$ cat src/rtl/pixel_scan_pkg.sv
// Shared types and constants for the pixel window scan sequencer.
// Marker bit positions apply to both data_start and data_end.
package pixel_scan_pkg;

    localparam int IDX_W         = 11;
    localparam int CH_W          = 4;
    localparam int COLS_PER_BEAT = 5;
    localparam int ROWS_PER_BEAT = 2;

    localparam int MARK_CH  = 0;
    localparam int MARK_JOB = 1;

    typedef enum logic [1:0] {
        ST_IDLE,
        ST_RUN,
        ST_DONE
    } scan_state_e;

endpackage

$ cat src/rtl/pixel_scan_ctrl_counter_chain.sv
// Cascaded column-group / row-pair / channel counters for the scan sequencer.
// nxt_* is the position that will be current after this edge (clr wins over adv).
module scan_counter_chain #(
    parameter int IDX_W    = pixel_scan_pkg::IDX_W,
    parameter int CH_W     = pixel_scan_pkg::CH_W,
    parameter int COL_STEP = pixel_scan_pkg::COLS_PER_BEAT
) (
    input  logic             clk,
    input  logic             rst_n,
    input  logic             clr,
    input  logic             adv,
    input  logic [IDX_W-1:0] cfg_rows,
    input  logic [IDX_W-1:0] cfg_cols,
    input  logic [CH_W-1:0]  cfg_channels,
    output logic [IDX_W-1:0] nxt_col,
    output logic [IDX_W-1:0] nxt_row,
    output logic [CH_W-1:0]  nxt_ch
);
    localparam logic [IDX_W-1:0] COL_STEP_I = IDX_W'(COL_STEP);
    localparam logic [IDX_W-1:0] ROW_STEP_I = IDX_W'(pixel_scan_pkg::ROWS_PER_BEAT);
    localparam logic [IDX_W:0]   COL_STEP_W = (IDX_W+1)'(COL_STEP);
    localparam logic [IDX_W:0]   ROW_STEP_W = (IDX_W+1)'(pixel_scan_pkg::ROWS_PER_BEAT);
    localparam logic [CH_W-1:0]  CH_ONE     = CH_W'(1);
    localparam logic [CH_W:0]    CH_ONE_W   = (CH_W+1)'(1);

    logic [IDX_W-1:0] col, row;
    logic [CH_W-1:0]  ch;
    logic             col_tc, row_tc, ch_tc;

    // Terminal compares are done one bit wider so col+5 / row+2 cannot wrap.
    assign col_tc = ({1'b0, col} + COL_STEP_W) >= {1'b0, cfg_cols};
    assign row_tc = ({1'b0, row} + ROW_STEP_W) >= {1'b0, cfg_rows};
    assign ch_tc  = ({1'b0, ch} + CH_ONE_W) >= {1'b0, cfg_channels};

    always_comb begin
        nxt_col = col;
        nxt_row = row;
        nxt_ch  = ch;
        if (clr) begin
            nxt_col = '0;
            nxt_row = '0;
            nxt_ch  = '0;
        end else if (adv) begin
            if (col_tc) begin
                nxt_col = '0;
                if (row_tc) begin
                    nxt_row = '0;
                    nxt_ch  = ch_tc ? '0 : ch + CH_ONE;
                end else begin
                    nxt_row = row + ROW_STEP_I;
                end
            end else begin
                nxt_col = col + COL_STEP_I;
            end
        end
    end

    always_ff @(posedge clk or negedge rst_n) begin
        if (!rst_n) begin
            col <= '0;
            row <= '0;
            ch  <= '0;
        end else begin
            col <= nxt_col;
            row <= nxt_row;
            ch  <= nxt_ch;
        end
    end

endmodule

$ cat src/rtl/pixel_scan_ctrl.sv
// Job sequencer for the dual-lane pixel window consumer: walks channel,
// row pair and 5-column group, issuing one registered beat per handshake.
module pixel_scan_ctrl #(
    parameter int IDX_W         = pixel_scan_pkg::IDX_W,
    parameter int CH_W          = pixel_scan_pkg::CH_W,
    parameter int COLS_PER_BEAT = pixel_scan_pkg::COLS_PER_BEAT
) (
    input  logic             clk,
    input  logic             rst_n,
    input  logic             start,
    input  logic [IDX_W-1:0] cfg_rows,
    input  logic [IDX_W-1:0] cfg_cols,
    input  logic [CH_W-1:0]  cfg_channels,
    output logic             busy,
    output logic             done,
    output logic             out_valid,
    input  logic             out_ready,
    output logic [IDX_W-1:0] row_idx1,
    output logic [IDX_W-1:0] col_idx1,
    output logic [IDX_W-1:0] row_idx2,
    output logic [IDX_W-1:0] col_idx2,
    output logic             lane2_en,
    output logic [CH_W-1:0]  channel_num,
    output logic [1:0]       data_start,
    output logic [1:0]       data_end
);
    import pixel_scan_pkg::*;

    localparam logic [IDX_W:0] ONE_W      = (IDX_W+1)'(1);
    localparam logic [IDX_W:0] ROW_STEP_W = (IDX_W+1)'(ROWS_PER_BEAT);
    localparam logic [IDX_W:0] COL_STEP_W = (IDX_W+1)'(COLS_PER_BEAT);
    localparam logic [CH_W:0]  CH_ONE_W   = (CH_W+1)'(1);

    scan_state_e      state, state_d;
    logic [IDX_W-1:0] lat_rows, lat_cols;
    logic [CH_W-1:0]  lat_ch;
    logic [IDX_W-1:0] use_rows, use_cols;
    logic [CH_W-1:0]  use_ch;
    logic             take, clr, adv, load_beat, cfg_zero, accept;
    logic [IDX_W-1:0] nxt_col, nxt_row;
    logic [CH_W-1:0]  nxt_ch;
    logic             n_lane2, n_first, n_ch_end, n_ch_last;

    // Beat 0 is built in the same edge the config is latched, so IDLE looks at the live inputs.
    assign use_rows = (state == ST_IDLE) ? cfg_rows     : lat_rows;
    assign use_cols = (state == ST_IDLE) ? cfg_cols     : lat_cols;
    assign use_ch   = (state == ST_IDLE) ? cfg_channels : lat_ch;
    assign cfg_zero = (cfg_rows == '0) || (cfg_cols == '0) || (cfg_channels == '0);
    assign accept   = out_valid && out_ready;

    scan_counter_chain #(
        .IDX_W    (IDX_W),
        .CH_W     (CH_W),
        .COL_STEP (COLS_PER_BEAT)
    ) u_chain (
        .clk          (clk),
        .rst_n        (rst_n),
        .clr          (clr),
        .adv          (adv),
        .cfg_rows     (use_rows),
        .cfg_cols     (use_cols),
        .cfg_channels (use_ch),
        .nxt_col      (nxt_col),
        .nxt_row      (nxt_row),
        .nxt_ch       (nxt_ch)
    );

    always_comb begin
        n_lane2   = ({1'b0, nxt_row} + ONE_W) < {1'b0, use_rows};
        n_first   = (nxt_col == '0) && (nxt_row == '0);
        n_ch_end  = (({1'b0, nxt_col} + COL_STEP_W) >= {1'b0, use_cols}) &&
                    (({1'b0, nxt_row} + ROW_STEP_W) >= {1'b0, use_rows});
        n_ch_last = ({1'b0, nxt_ch} + CH_ONE_W) >= {1'b0, use_ch};
    end

    always_ff @(posedge clk or negedge rst_n) begin
        if (!rst_n) state <= ST_IDLE;
        else        state <= state_d;
    end

    always_comb begin
        state_d   = state;
        take      = 1'b0;
        clr       = 1'b0;
        adv       = 1'b0;
        load_beat = 1'b0;
        case (state)
            ST_IDLE: begin
                if (start) begin
                    take = 1'b1;
                    if (cfg_zero) begin
                        state_d = ST_DONE;
                    end else begin
                        state_d   = ST_RUN;
                        clr       = 1'b1;
                        load_beat = 1'b1;
                    end
                end
            end
            ST_RUN: begin
                if (accept) begin
                    if (data_end[MARK_JOB]) begin
                        state_d = ST_DONE;
                    end else begin
                        adv       = 1'b1;
                        load_beat = 1'b1;
                    end
                end
            end
            ST_DONE: state_d = ST_IDLE;
            default: state_d = ST_IDLE;
        endcase
    end

    always_ff @(posedge clk or negedge rst_n) begin
        if (!rst_n) begin
            lat_rows <= '0;
            lat_cols <= '0;
            lat_ch   <= '0;
        end else if (take) begin
            lat_rows <= cfg_rows;
            lat_cols <= cfg_cols;
            lat_ch   <= cfg_channels;
        end
    end

    always_ff @(posedge clk or negedge rst_n) begin
        if (!rst_n) begin
            busy        <= 1'b0;
            done        <= 1'b0;
            out_valid   <= 1'b0;
            row_idx1    <= '0;
            col_idx1    <= '0;
            row_idx2    <= '0;
            col_idx2    <= '0;
            lane2_en    <= 1'b0;
            channel_num <= '0;
            data_start  <= '0;
            data_end    <= '0;
        end else begin
            done <= (state == ST_DONE);
            if (take)                busy <= 1'b1;
            else if (state == ST_DONE) busy <= 1'b0;

            if (load_beat) begin
                out_valid             <= 1'b1;
                row_idx1              <= nxt_row;
                col_idx1              <= nxt_col;
                lane2_en              <= n_lane2;
                row_idx2              <= n_lane2 ? nxt_row + IDX_W'(1) : '0;
                col_idx2              <= n_lane2 ? nxt_col : '0;
                channel_num           <= nxt_ch;
                data_start[MARK_CH]   <= n_first;
                data_start[MARK_JOB]  <= n_first && (nxt_ch == '0);
                data_end[MARK_CH]     <= n_ch_end;
                data_end[MARK_JOB]    <= n_ch_end && n_ch_last;
            end else if (accept) begin
                out_valid <= 1'b0;
            end
        end
    end

endmodule
$ cat config.mk
export PLATFORM = sky130hd
export DESIGN_NAME = pixel_scan_ctrl
export DESIGN_NICKNAME = d
export VERILOG_FILES = /design/src/rtl/pixel_scan_pkg.sv /design/src/rtl/pixel_scan_ctrl_counter_chain.sv /design/src/rtl/pixel_scan_ctrl.sv
export SDC_FILE = /design/constraint.sdc
export NUM_CORES = 1
export LEC_CHECK = 0
export CAP_MARGIN = 15
export CORE_UTILIZATION = 61
export DETAILED_ROUTE_END_ITERATION = 7
export PLACE_DENSITY = 0.82
export RECOVER_POWER = 25
export SLEW_MARGIN = 20
export SYNTH_ARGS = -nofsm -noshare
export SYNTH_HDL_FRONTEND = slang
export SYNTH_SLANG_ARGS = --single-unit
$ cat constraint.sdc
create_clock -name clk -period 16.25 [get_ports clk]
set_input_delay 3.25 -clock clk [delete_from_list [all_inputs] [get_ports clk]]
set_output_delay 3.25 -clock clk [all_outputs]
set_load 0.03 [all_outputs]
# After elaboration in Yosys (flattened, before gate mapping)
# Index checks and enable logic that the tools add are counted.
# totals
reg_bits	110
input_bits	30
out_inout_bits	56
wordCells	93
# op_classes
add_sub_neg	11
n_lt_le_gt_ge	7
n_eq_ne	5
n_mux	35
reduce_logical	17
# op_table
cell	n
2-to-1 mux 11 bit	11
greater-or-equal comparator 12 x 11 -> 1 bit	4
zero test 11 bit	4
adder 11 x 2 -> 12 bit (second input constant)	2
adder 11 x 3 -> 12 bit (second input constant)	2
2-to-1 mux 4 bit	6
adder 11 x 1 -> 12 bit (second input constant)	1
less-than comparator 12 x 11 -> 1 bit	1
2-to-1 mux 1 bit	12
adder 11 x 1 -> 11 bit (second input constant)	1
adder 11 x 2 -> 11 bit (second input constant)	1
adder 11 x 3 -> 11 bit (second input constant)	1
adder 4 x 1 -> 5 bit (second input constant)	2
greater-or-equal comparator 5 x 4 -> 1 bit	2
zero test 4 bit	2
2-to-1 mux 2 bit	4
inequality test 2 bit (second input constant)	3
logical AND 1 bit	5
adder 4 x 1 -> 4 bit (second input constant)	1
case mux 2 bit (2 select lines)	1
nonzero test 2 bit	2
AND reduction 3 bit	1
== test 2 x 1 -> 1 bit (second input constant)	1
== test 2 bit (second input constant)	1
3 further kinds	4

# Depth between registers and ports, before layout
# logic_depth
word_depth	11
ltp_mapped	28
ltp_nobuf	26

# Hierarchy
# A second synthesis with hierarchy kept.
# unflattened
hier_cells	722
area_unflattened_um2	7307.0
# by_module_without_submodules
module	n_inst	cells_per_inst	area_each_um2	seq_area_each_um2
pixel_scan_ctrl	1	448	4954.8	2102.0
scan_counter_chain	1	274	2352.3	650.6

# Least setup slack after synthesis
# No wires, ideal clock.
# synth_path
path_type	input port to flip-flop
startpoint	input cfg_cols[0]
endpoint	register row_idx2[7]
t_arrival_ps	7343
required_time_ps	16183
setup_slack_ps	8840
path_stages	22
path_buffers	1
path_cell_list	mux2_2 -> ha_1 -> nand2b_1 -> a31oi_1 -> o21ai_1 -> a21oi_1 -> buf_2 -> nor3_1 -> a21oi_1 -> or2_2 -> inv_1 -> ha_1 -> nand2_1 -> nor4_1 -> mux2i_1 -> ha_1 -> or3_1 -> o21ai_0 -> a21oi_1 -> nand2b_1 -> nor2_1 -> a22o_1
# synth_between
elab_chain_len	10
elab_cells_between_ends	16
# synth_lines
item	line_no	rtl
start: declaration	pixel_scan_ctrl.sv:12	input logic [IDX_W-1:0] cfg_cols,
branches (longest 6 deep; another with greater-or-equal comparator 12 x 11 -> 1 bit)	--	
2-to-1 mux 11 bit (*)	pixel_scan_ctrl_counter_chain.sv:39	if (clr) begin
named net nxt_row[1]	pixel_scan_ctrl.sv:40	logic [IDX_W-1:0] nxt_col, nxt_row;
adder 11 x 1 -> 12 bit	pixel_scan_ctrl.sv:69	n_lane2 = ({1'b0, nxt_row} + ONE_W) < {1'b0, use_rows};
less-than comparator 12 x 11 -> 1 bit	pixel_scan_ctrl.sv:69	
2-to-1 mux 11 bit (*)	pixel_scan_ctrl.sv:150	row_idx2 <= n_lane2 ? nxt_row + IDX_W'(1) : '0;
end signal: assignment	pixel_scan_ctrl.sv:150	
end: declaration	pixel_scan_ctrl.sv:20	output logic [IDX_W-1:0] row_idx2,
# Mark *: on every way through the listed nets, which the timed path passes.
# A chain may end at the register's enable or synchronous reset.

# Final worst setup path
# layout_path
startpoint	input cfg_cols[0]
endpoint	register row_idx2[9]
# The elaborated chain is that of the path after synthesis.

==> summary.md <==
| Metric | Value |
|---|---|
| Reg power frac | 31.9% |
| PD cells | 139.9 nW/µm² |
| Core area | 11,420 µm² |
| Largest net degree at the start of global routing | 70 |
| Fin crit share | 56.77% |
| RR Endpoint | row_idx2[9]$_DFFE_PN0P_ |
| Gr ovfl total | 0 |
| Tmin final | 9225 ps |
| Router iterations before antenna repair | 5 |
| Status | finished, violations left |
| Die H | 110.3 µm |
| Failing checks | capacitance limit, slew limit |
| Die Width | 110.3 µm |
| GPL Wtd Cong | 1.011 |
| Synthesized area per cell | 9.579 µm² |
| Ys Warns | 0 |
| Critical Path End | row_idx2[9]$_DFFE_PN0P_ |
| Setup crit start kind | input pin |
| Vias per cell | 6.303 |
| Leakage Power | 4.030 nW |
| Num ports | 86 |
| First-pass GRT wire length | 29,970 µm |
| HP Start | row_idx1[6]$_DFFE_PN0P_ |
| Initial core utilization | 62.67% |
| Root buffer cell | clkbuf_16 |
| Slew Viols, Final | 142 |
| Worst slew pin tran | 3247 ps |
| Layout Nets | 919 |
| WL/cell | 19.77 µm |
| Int Pwr | 0.7006 mW |
| Unrepaired setup endpoints after global routing | no |
| Crit end category | flip-flop |
| Number of global-route vias before repair | 5,775 |
| Final ANT Viol Nets | 0 |
| Die area | 12,170 µm² |
| Post-DP HPWL | 14,500 µm |
| Reg2reg start | state[0]$_DFFE_PN0P_ |
| CP required | 16,540 ps |
| CP max FO | 11 |
| Setup Buffers After CTS | 0 |
| Syn Inst Count | 747 |
| Critical setup path kind | in -> reg |
| # H-tree levels | 3 |
| Top_reg_cell synth | dfrtp_1 |
| Worst IR drop on VDD | 112.3 µV |
| Arrival time at the worst endpoint | 9520 ps |
| Total power | 1.176 mW |
| Starting DRT DRC Count | 605 |
| Post-synth EDFFs | 0 |
| Min-delay worst type | reg -> reg |
| Worst Setup SP | cfg_cols[0] |
| Share of post-route cells with drive strength above 1 | 8.648% |
| # DRC | 0 |
| Netlist area before placement | 7156 µm² |
| R2R Setup Slk | 8770 ps |
| Vias | 6,076 |
| Syn nets | 850 |
| Gr usage total | 33.11% |
| Fin util | 73.60% |
| Synth Register Bits | 110 |
| Final setup TNS | 0 ps |
| Clock skew | 9.584 ps |
| CTS tree | yes |
| Drt total wl | 19,060 µm |
| IO Port Bufs | 85 |
| Hold Buf Count CTS | 0 |
| Final setup vio count | 0 |
| Sequential element share of the synthesized area | 38.47% |
| Fmax | 0.1084 GHz |
| Final Hold Fails | 0 |
| Reg clk slew, reported paths | 70 ps |
| Distinct cell type count after synthesis | 67 |
| Worst-skew pair later-pin latency | 360 ps |
| CTS resizes | 0 |
| Relative slew slack | -116.5% |
| Asr flop ratio synth | 100.0% |
| Clock sink count | 110 |
| Logic gate share of total power | 47.6% |
| Hold slack | 468.2 ps |
| Net switching fraction of the power | 40.43% |
| Clock Tree Buf Depth | 2 |
| Clock power share | 20.5% |
| Row count | 39 |
| CTS Buf Count | 9 |
| Area delta synth->final | 17.45% |
| R2R depth | 22 |
| Sw Pwr | 0.4755 mW |
| Ant. Diodes | 0 |
| Initial antenna violation count | 0 |
| Max-Cap Viols | 3 |
-- sequential cells by signal, indices dropped and copies added (netlist names), 2 cells and up --
signal and count:
lat_cols 11, data_end 2, lat_ch 4, state 2, u_chain.row 11, channel_num 4
row_idx2 11, u_chain.ch 4, u_chain.col 11, lat_rows 11, data_start 2, row_idx1 11
col_idx1 11, col_idx2 11
-- synthesized netlist by cell type (all sizes together) (7+ instances only) --
library cell,number,area (µm²)
o21ai,46,230.2
mux2,33,371.6
mux2i,26,260.3
ha,73,913.4
nor2b,10,62.56
a21oi,41,224.0
nand3,22,110.1
nand2b,11,71.32
dfrtp,110,2753
xor2,20,175.2
xnor2,19,166.4
buf,12,55.05
clkbuf,20,75.07
nor2,38,150.2
a22o,10,87.58
nor4,10,62.56
and3,11,73.82
nor3,18,101.4
inv,20,75.07
or3,7,48.80
a21o,15,112.6
nand2,101,379.1
-- per-stage QoR --
stage / cells / worst slack (ps) / area, µm²
after CTS: 964 / 7259 / 8416
after detailed placement: 948 / 6976 / 8095
final: 964 / 7025 / 8404
after floorplan: 747 / 8840 / 7156
after global routing: 964 / 6601 / 8404
after global placement: 948 / 7110 / 8095
-- layer usage --
| layer | global-route usage (%) | share of wire [%] | vias to the layer above | routed length (µm) |
|---|---|---|---|---|
| met2 | 51.46 | 45 | 269 | 8612 |
| met3 | 7.643 | 8.1 | 55 | 1542 |
| met4 | 13.35 | 3.2 | 0 | 616 |
| met5 | 0 | 0 | - | 0 |
| li1 | - | - | 2827 | - |
| met1 | 44.63 | 43 | 2925 | 8290 |
-- power groups by stage --
stage | logic [mW] | clock network, mW | registers (mW)
6_report | 0.560 | 0.242 | 0.375
5_1_grt | 0.617 | 0.254 | 0.383
4_1_cts | 0.558 | 0.243 | 0.374
3_5_place_dp | 0.553 | 0 | 0.380
3_3_place_gp | 0.531 | 0 | 0.376
2_1_floorplan | 0.350 | 0 | 0.405
-- worst min path at each step --
stage	end	slack (ps)	cells after the start
finish	row_idx1[6]$_DFFE_PN0P_	470	2
floorplan	state[1]$_DFFE_PN0P_	450	1
global placement	row_idx1[5]$_DFFE_PN0P_	450	2
CTS	row_idx1[6]$_DFFE_PN0P_	470	2
detailed placement	row_idx1[6]$_DFFE_PN0P_	460	2
global route	col_idx2[0]$_DFFE_PN0P_	500	2
-- worst max-delay path: stages --
cell and delay [ps]:
clkdlybuf4s50_1 460, mux2_2 300, ha_1 270, nand2b_1 140, a31oi_1 230, o21ai_1 250
a21oi_1 710, a21oi_1 250, nor2_1 620, ha_1 460, nand4_1 230, xnor2_1 180
nor2_1 330, ha_1 340, a21oi_1 140, a21boi_0 100, o31ai_1 270, a21oi_1 170
nand2b_1 190, nor2_1 400, a22o_1 220
-- cell type report --
| type | count | area [µm²] |
|---|---|---|
| Multi-Input combinational cell | 585 | 4203 |
| Fill cell | 865 | 3014 |
| Sequential cell | 110 | 2753 |
| Timing Repair Buffer | 90 | 874.6 |
| Clock buffer | 10 | 229.0 |
| Tap cell | 143 | 178.9 |
| Clock inverter | 6 | 91.34 |
| Inverter | 20 | 75.07 |
-- cells in the final DEF, fill, tap and decap left out, types with 4 or more instances in the layout --
cell type / n
mux2_2: 33
nand2_1: 101
a31oi_1: 6
o211ai_1: 5
dfrtp_1: 110
clkdlybuf4s50_1: 84
or2_2: 4
mux2i_1: 26
inv_1: 19
clkbuf_1: 4
and3_1: 10
nor2_1: 35
nor2b_1: 10
nor4_1: 10
nand2b_1: 10
or3_1: 6
a22o_1: 10
xor2_1: 20
clkbuf_16: 9
o31ai_1: 4
nand3_1: 22
o21ai_1: 9
xnor2_1: 19
nand4_1: 6
a21oi_1: 38
ha_1: 73
o21ai_0: 37
o21a_1: 6
a21o_1: 15
nor3_1: 17
-- kinds of logic after synthesis --
kind of cell	after synthesis	synth area share, %
AND/OR/NAND/NOR	258	18.15
AO/OA/AOI/OAI	156	14.15
flip-flops	110	38.47
adder cells (fa/ha/maj)	73	12.76
multiplexers	59	8.830
buffers and inverters	52	2.868
XOR/XNOR	39	4.774
No activity file was read; power rests on OpenSTA's default activity.
